<file path="config.mk">
export PLATFORM = sky130hd
export DESIGN_NAME = reg_dump
export DESIGN_NICKNAME = d
export VERILOG_FILES = /design/src/rtl/reg_dump.sv
export SDC_FILE = /design/constraint.sdc
export NUM_CORES = 1
export LEC_CHECK = 0
export CAP_MARGIN = 25
export CORE_ASPECT_RATIO = 1.5
export CORE_MARGIN = 1
export CORE_UTILIZATION = 50
export DETAILED_ROUTE_END_ITERATION = 8
export HOLD_SLACK_MARGIN = 0.02
export PLACE_DENSITY = 0.78
export SYNTH_ARGS = -nofsm -noshare
export SYNTH_HDL_FRONTEND = slang
export SYNTH_SLANG_ARGS = --single-unit
</file>
<file path="constraint.sdc">
create_clock -name clk -period 2.54 [get_ports clk]
set_clock_uncertainty 0.15 [all_clocks]
set_input_delay 0.381 -clock clk [delete_from_list [all_inputs] [get_ports clk]]
set_output_delay 0.381 -clock clk [all_outputs]
set_load 0.05 [all_outputs]
</file>
<file path="src/rtl/reg_dump.sv">
// Byte-stream dump of a range of register-file entries through the debug read port.
// Each register is sent as a header byte carrying its index, then its N/8 data bytes MSB first.
module reg_dump #(
  parameter int N = 32,
  parameter int L = 32
) (
  input  logic         clk,
  input  logic         reset,
  input  logic         start,
  input  logic [4:0]   lo,
  input  logic [4:0]   hi,
  output logic [4:0]   checka,
  input  logic [N-1:0] check,
  output logic [7:0]   out_data,
  output logic         out_valid,
  input  logic         out_ready,
  output logic         busy,
  output logic         done
);

  localparam int NB = N / 8;
  localparam int CW = 4;

  typedef enum logic [2:0] {IDLE, ADDR, HDR, SEND, FIN} state_t;

  state_t         state;
  logic [4:0]     idx;
  logic [4:0]     hi_reg;
  logic [CW-1:0]  cnt;
  logic [N-1:0]   shreg;
  logic [N-1:0]   shreg_shift;
  logic           last_reg;
  logic           empty;
  logic           hs;

  assign shreg_shift = shreg << 8;
  assign last_reg    = (idx == hi_reg) || ({1'b0, idx} == 6'(L - 1));
  assign empty       = (lo > hi) || ({1'b0, lo} >= 6'(L));
  assign hs          = out_valid & out_ready;

  always_ff @(posedge clk) begin
    if (reset) begin
      state     <= IDLE;
      idx       <= '0;
      hi_reg    <= '0;
      cnt       <= '0;
      shreg     <= '0;
      checka    <= '0;
      out_data  <= '0;
      out_valid <= 1'b0;
      busy      <= 1'b0;
      done      <= 1'b0;
    end else begin
      done <= 1'b0;
      case (state)
        IDLE: begin
          if (start) begin
            hi_reg <= hi;
            idx    <= lo;
            checka <= lo;
            busy   <= 1'b1;
            if (empty) begin
              state <= FIN;
              done  <= 1'b1;
            end else begin
              state <= ADDR;
            end
          end
        end
        ADDR: begin
          shreg     <= check;
          cnt       <= '0;
          out_valid <= 1'b1;
          out_data  <= {3'b000, idx};
          state     <= HDR;
        end
        HDR: begin
          if (hs) begin
            out_data <= shreg[N-1 -: 8];
            state    <= SEND;
          end
        end
        SEND: begin
          if (hs) begin
            shreg <= shreg_shift;
            cnt   <= cnt + 1'b1;
            if (cnt == CW'(NB - 1)) begin
              // Last data byte of this register accepted.
              out_valid <= 1'b0;
              if (last_reg) begin
                state <= FIN;
                done  <= 1'b1;
              end else begin
                idx    <= idx + 5'd1;
                checka <= idx + 5'd1;
                state  <= ADDR;
              end
            end else begin
              out_data <= shreg_shift[N-1 -: 8];
            end
          end
        end
        FIN: begin
          out_valid <= 1'b0;
          busy      <= 1'b0;
          state     <= IDLE;
        end
        default: state <= IDLE;
      endcase
    end
  end

endmodule

</file>
# Word-level counts from Yosys, hierarchy flattened
# Cells that the tools add are included.
[word_totals]
regBits = 60
in_bits = 46
output_inout_bits = 16
word_cells = 71
[classes]
add_sub_neg = 2
order_cmp = 1
n_eq_ne = 13
mux = 31
bitwise = 1
reduce_logical = 14
[ops]
columns = ["cell", "count"]
rows = [
  ["one-hot mux 32 bit (2 select lines)", 1],
  ["two-way mux 32 bit", 1],
  ["two-way mux 8 bit", 3],
  ["one-hot mux 8 bit (3 select lines)", 1],
  ["two-way mux 5 bit", 4],
  ["two-way mux 3 bit", 6],
  ["inequality test 2 bit (second input constant)", 6],
  ["one-hot mux 3 bit (4 select lines)", 1],
  ["one-hot mux 5 bit (2 select lines)", 1],
  ["two-way mux 1 bit", 8],
  ["one-hot mux 4 bit (2 select lines)", 1],
  ["AND reduction 4 bit", 2],
  ["equality test 3 x 2 -> 1 bit (second input constant)", 2],
  ["AND reduction 2 bit", 3],
  ["nonzero test 2 bit", 3],
  ["nonzero test 3 bit", 2],
  ["adder 5 x 1 -> 5 bit (second input constant)", 1],
  ["equality test 5 bit", 1],
  ["equality test 5 bit (second input constant)", 1],
  ["> comparator 5 bit", 1],
  ["AND reduction 5 bit", 1],
  ["adder 4 x 1 -> 4 bit (second input constant)", 1],
  ["equality test 4 x 2 -> 1 bit (second input constant)", 1],
  ["two-way mux 4 bit", 1],
  ["other kinds (8)", 9],
]

# Depth between registers and ports, before layout
[depth]
depth_word = 6
mapped_depth = 7
depth_no_buf = 7

# Worst setup path after synthesis
# Ideal clock, no wire load.
[synth_timing]
path_kind = "register -> register"
from = "register idx[0]"
to = "register idx[3]"
setup_ps = 133
arrival_ps = 1832
required_ps = 2257
path_slack_ps = 425
path_stages_with_launch = 8
n_path_buf = 0
period_less_slack_ps = 2115
path_cell_list = "dfxtp_1 -> ha_1 -> and3_1 -> ha_1 -> inv_1 -> o221a_4 -> a31oi_1 -> a311oi_1"
[synth_via]
elab_chain_cells = 5
word_cells_on_any_way = 10
cone_classes = "1 x add/sub; 3 x eq/ne; 4 x mux; 2 x reduce/logical"
[synth_rtl]
columns = ["item", "line", "source"]
rows = [
  ["from (decl)", "27", "logic [4:0] idx;"],
  ["from (signal assigned)", "59", "idx <= lo;"],
  ["from (signal assigned)", "94", "idx <= idx + 5'd1;"],
  ["adder 5 x 1 -> 5 bit", "94", ""],
  ["two-way mux 5 bit", "90", "if (last_reg) begin"],
  ["two-way mux 5 bit", "87", "if (cnt == CW'(NB - 1)) begin"],
  ["two-way mux 5 bit", "84", "if (hs) begin"],
  ["one-hot mux 5 bit (2 select lines)", "55", "case (state)"],
]
# Parallel ways exist; a longest one is shown, timed or not. The select of a mux whose other input is x is not followed.
# A chain may end at the register's enable or synchronous reset.

==> summary.json <==
{
  "status": {"value": "completed"},
  "hold_class": {"value": "flop to flop"},
  "clock_latency": {"value": 0.34, "unit": "ns"},
  "antenna_left": {"value": 0},
  "first_global_vias": {"value": 2739},
  "syn_area_per_cell": {"value": 8.685, "unit": "µm²"},
  "yosys_warnings": {"value": 0},
  "finalCriticalPeriod": {"value": 2.248, "unit": "ns"},
  "setup_repair_after_global_routing_missed_its_margin": {"value": "no"},
  "drt-total-wl": {"value": 7175, "unit": "µm"},
  "clk_root_buffer_cell": {"value": "sky130_fd_sc_hd__clkbuf_8"},
  "async_reset_ff_frac": {"value": 0},
  "synth_flop_cell": {"value": "sky130_fd_sc_hd__dfxtp_1"},
  "cts_tree": {"value": "yes"},
  "path_cells": {"value": "clkdlybuf4s50_1"},
  "slew_violations": {"value": 0},
  "critical-path-max-stage-delay": {"value": 0.87, "unit": "ns"},
  "synthesis.area": {"value": 3118, "unit": "µm²"},
  "register_clock_pin_slew_on_the_reported_worst_setup_and_hold_paths": {"value": 0.07, "unit": "ns"},
  "most_common_cell_after_layout_fill_and_taps_aside": {"value": "sky130_fd_sc_hd__nand2_1"},
  "core_ar": {"value": 5913, "unit": "µm²"},
  "multi_input_area": {"value": 1753, "unit": "µm²"},
  "max_cap_viol_count": {"value": 0},
  "synthDistinctLibCells": {"value": 47},
  "antenna_found_initial": {"value": 0},
  "switching_share": {"value": 0.3064},
  "timing.slew.headroom": {"value": 0.5268},
  "largest_net_degree_at_the_start_of_global_routing": {"value": 45},
  "synth.ff_latch_count": {"value": 60},
  "via_per_inst": {"value": 5.645},
  "top_regs": {"value": "shreg: 32 flops, out_data: 8 flops"},
  "static-leakage-power": {"value": 1.496, "unit": "nW"},
  "regArea": {"value": 1201, "unit": "µm²"},
  "nets": {"value": 471},
  "globalRoute.totalOverflow": {"value": 0},
  "grt_first_pass_wirelength": {"value": 12210, "unit": "µm"},
  "globalplace.congestion": {"value": 0.8446},
  "quantity_of_hold_fixing_buffers_added_after_cts": {"value": 0},
  "cp_data_arrival_time": {"value": 1.72, "unit": "ns"},
  "wl_per_cell": {"value": 14.55, "unit": "µm"},
  "worst_setup_path_start_kind": {"value": "flop"},
  "critPathTopFamily": {"value": "buffers and inverters"},
  "tritoncts.num_buffers": {"value": 9},
  "final.setup.tns": {"value": 0, "unit": "ns"},
  "tightest_slew": {"value": 0.7098, "unit": "ns"},
  "fp.dieH": {"value": 98.72, "unit": "µm"},
  "drt-pass1-iter-count": {"value": 4},
  "period_share": {"value": 0.8851},
  "via_count": {"value": 2783},
  "critPathKind": {"value": "flop to output port"},
  "clock_path_buffers": {"value": 2},
  "finalHoldViolations": {"value": 0},
  "initial_utilization": {"value": 0.5273},
  "final_layout_size_suffix_gt1_frac": {"value": 0.1188},
  "number_of_flip_flops_in_the_largest_register": {"value": 32},
  "irDropWorstVdd": {"value": 501.1, "unit": "µV"},
  "die_width": {"value": 66.48, "unit": "µm"},
  "power_density": {"value": 643.4, "unit": "nW/µm²"},
  "drt_iter0_markers": {"value": 187},
  "finalSetupViolations": {"value": 0},
  "largest-register": {"value": "shreg"},
  "achievable-frequency": {"value": 0.4448, "unit": "GHz"},
  "power_frac_clock": {"value": 0.332},
  "post_synthesis_to_final_layout_area_growth": {"value": 26.65, "unit": "%"},
  "crit_path_max_fanout": {"value": 7},
  "postCtsSetupRepairBufs": {"value": 0},
  "cells_after_synth": {"value": 359},
  "synth_enable_flop_cells": {"value": 0},
  "power_frac_comb": {"value": 0.235},
  "io-pin-count": {"value": 62},
  "power_frac_seq": {"value": 0.433},
  "groute.usage.overall": {"value": 0.2415},
  "dp_hpwl": {"value": 5053, "unit": "µm"},
  "worstSetupEndpointType": {"value": "output port"},
  "post_cts.resized_instances": {"value": 0},
  "synth_sequential_area_ratio": {"value": 0.3852},
  "placement_rows": {"value": 34},
  "layout.filler_cells": {"value": 489},
  "die_footprint": {"value": 6562, "unit": "µm²"},
  "htreeDepth": {"value": 3},
  "final_antenna_diode_count": {"value": 0},
  "timing.critical_path.buf_inv": {"value": 1},
  "remaining_drc_errors": {"value": 0},
  "synth.net_count": {"value": 413},
  "commonest_cells_after_routing_fill_and_taps_aside": {"value": "70 x sky130_fd_sc_hd__nand2_1, 60 x sky130_fd_sc_hd__dfxtp_1, 60 x sky130_fd_sc_hd__clkdlybuf4s50_1, 46 x sky130_fd_sc_hd__nor2_1, 25 x sky130_fd_sc_hd__mux2i_1"},
  "cts_sinks": {"value": 60},
  "crit_path_slowest_cell": {"value": "sky130_fd_sc_hd__clkdlybuf4s50_1"},
  "power.switching": {"value": 0.7786, "unit": "mW"},
  "p_int": {"value": 1.762, "unit": "mW"},
  "io_buffer_count": {"value": 61},
  "total_power": {"value": 2.541, "unit": "mW"},
  "worst_path_required_time": {"value": 2.01, "unit": "ns"}
}
## cell families (layout without fill, tap and decap cells)
| kind of cell | count (synthesis) | count (layout) | share of synthesized area |
|---|---|---|---|
| AND/OR/NAND/NOR | 156 | 156 | 0.2279 |
| buffers and inverters | 33 | 95 | 0.05257 |
| flip-flops | 60 | 60 | 0.3852 |
| AO/OA/AOI/OAI | 68 | 68 | 0.1966 |
| XOR/XNOR | 9 | 9 | 0.02528 |
| adder cells (fa/ha/maj) | 8 | 8 | 0.03210 |
| multiplexers | 25 | 25 | 0.08026 |
## power by group through the flow
stage	clock network, mW	registers [mW]	logic [mW]
floorplan	0	1.16	0.366
global placement	0	1.11	0.583
detailed placement	0	1.12	0.598
CTS	0.852	1.10	0.602
global route	0.898	1.11	0.657
finish	0.844	1.10	0.597
## per-layer routing
layer,global-route usage,up-vias,share of wire,wire (µm)
met1,0.2928,1308,0.43,3059
met3,0.04977,16,0.038,271
met5,0,-,0,0
li1,-,1381,-,-
met2,0.4050,78,0.51,3674
met4,0.1031,0,0.024,170
## worst paths after layout
| path | start | to | slack (ns) | cells after the start |
|---|---|---|---|---|
| max | idx[2] | checka[2] | 0.29 | 1 |
| min | shreg[30] | shreg[30] | 0.31 | 2 |
| max reg2reg | state[0] | shreg[26] | 0.39 | 4 |
| min reg2reg | shreg[30] | shreg[30] | 0.31 | 2 |
## tightest hold or removal path, delay by kind of cell (launching register included)
kind            cells  cell delay [ns]
compound gates      1             0.05
simple gates        1             0.05
flops               1             0.31
## Yosys cell counts, drive strengths merged (8+ instances only)
master | number | share of area
a21oi | 17 | 0.027
a311oi | 26 | 0.11
buf | 14 | 0.030
clkbuf | 10 | 0.012
dfxtp | 60 | 0.39
ha | 8 | 0.032
inv | 9 | 0.011
mux2i | 25 | 0.080
nand2 | 72 | 0.093
nand3 | 11 | 0.018
nor2 | 47 | 0.057
o21ai | 9 | 0.014
## layout make-up
type	count	share of cell area
timing repair buffer	71	0.1724
inverter	9	0.008555
tap	72	0.02281
multi-input combinational	266	0.4439
sequential	60	0.3042
clock buffer	10	0.03485
clock inverter	5	0.01331
## per-stage QoR
step | hold slack [ns] | std cells | cell area (µm²) | setup WS, ns | util
2_1_floorplan | 0.2857 | 359 | 3118 | 0.4250 | -
3_3_place_gp | 0.2912 | 478 | 3759 | 0.2939 | 0.6356
3_5_place_dp | 0.3044 | 478 | 3759 | 0.2645 | 0.6356
4_1_cts | 0.3134 | 493 | 3949 | 0.2810 | 0.6678
5_1_grt | 0.3278 | 493 | 3949 | 0.2457 | 0.6678
6_report | 0.3139 | 493 | 3949 | 0.2918 | 0.6678
(Power assumes the default switching activity.)
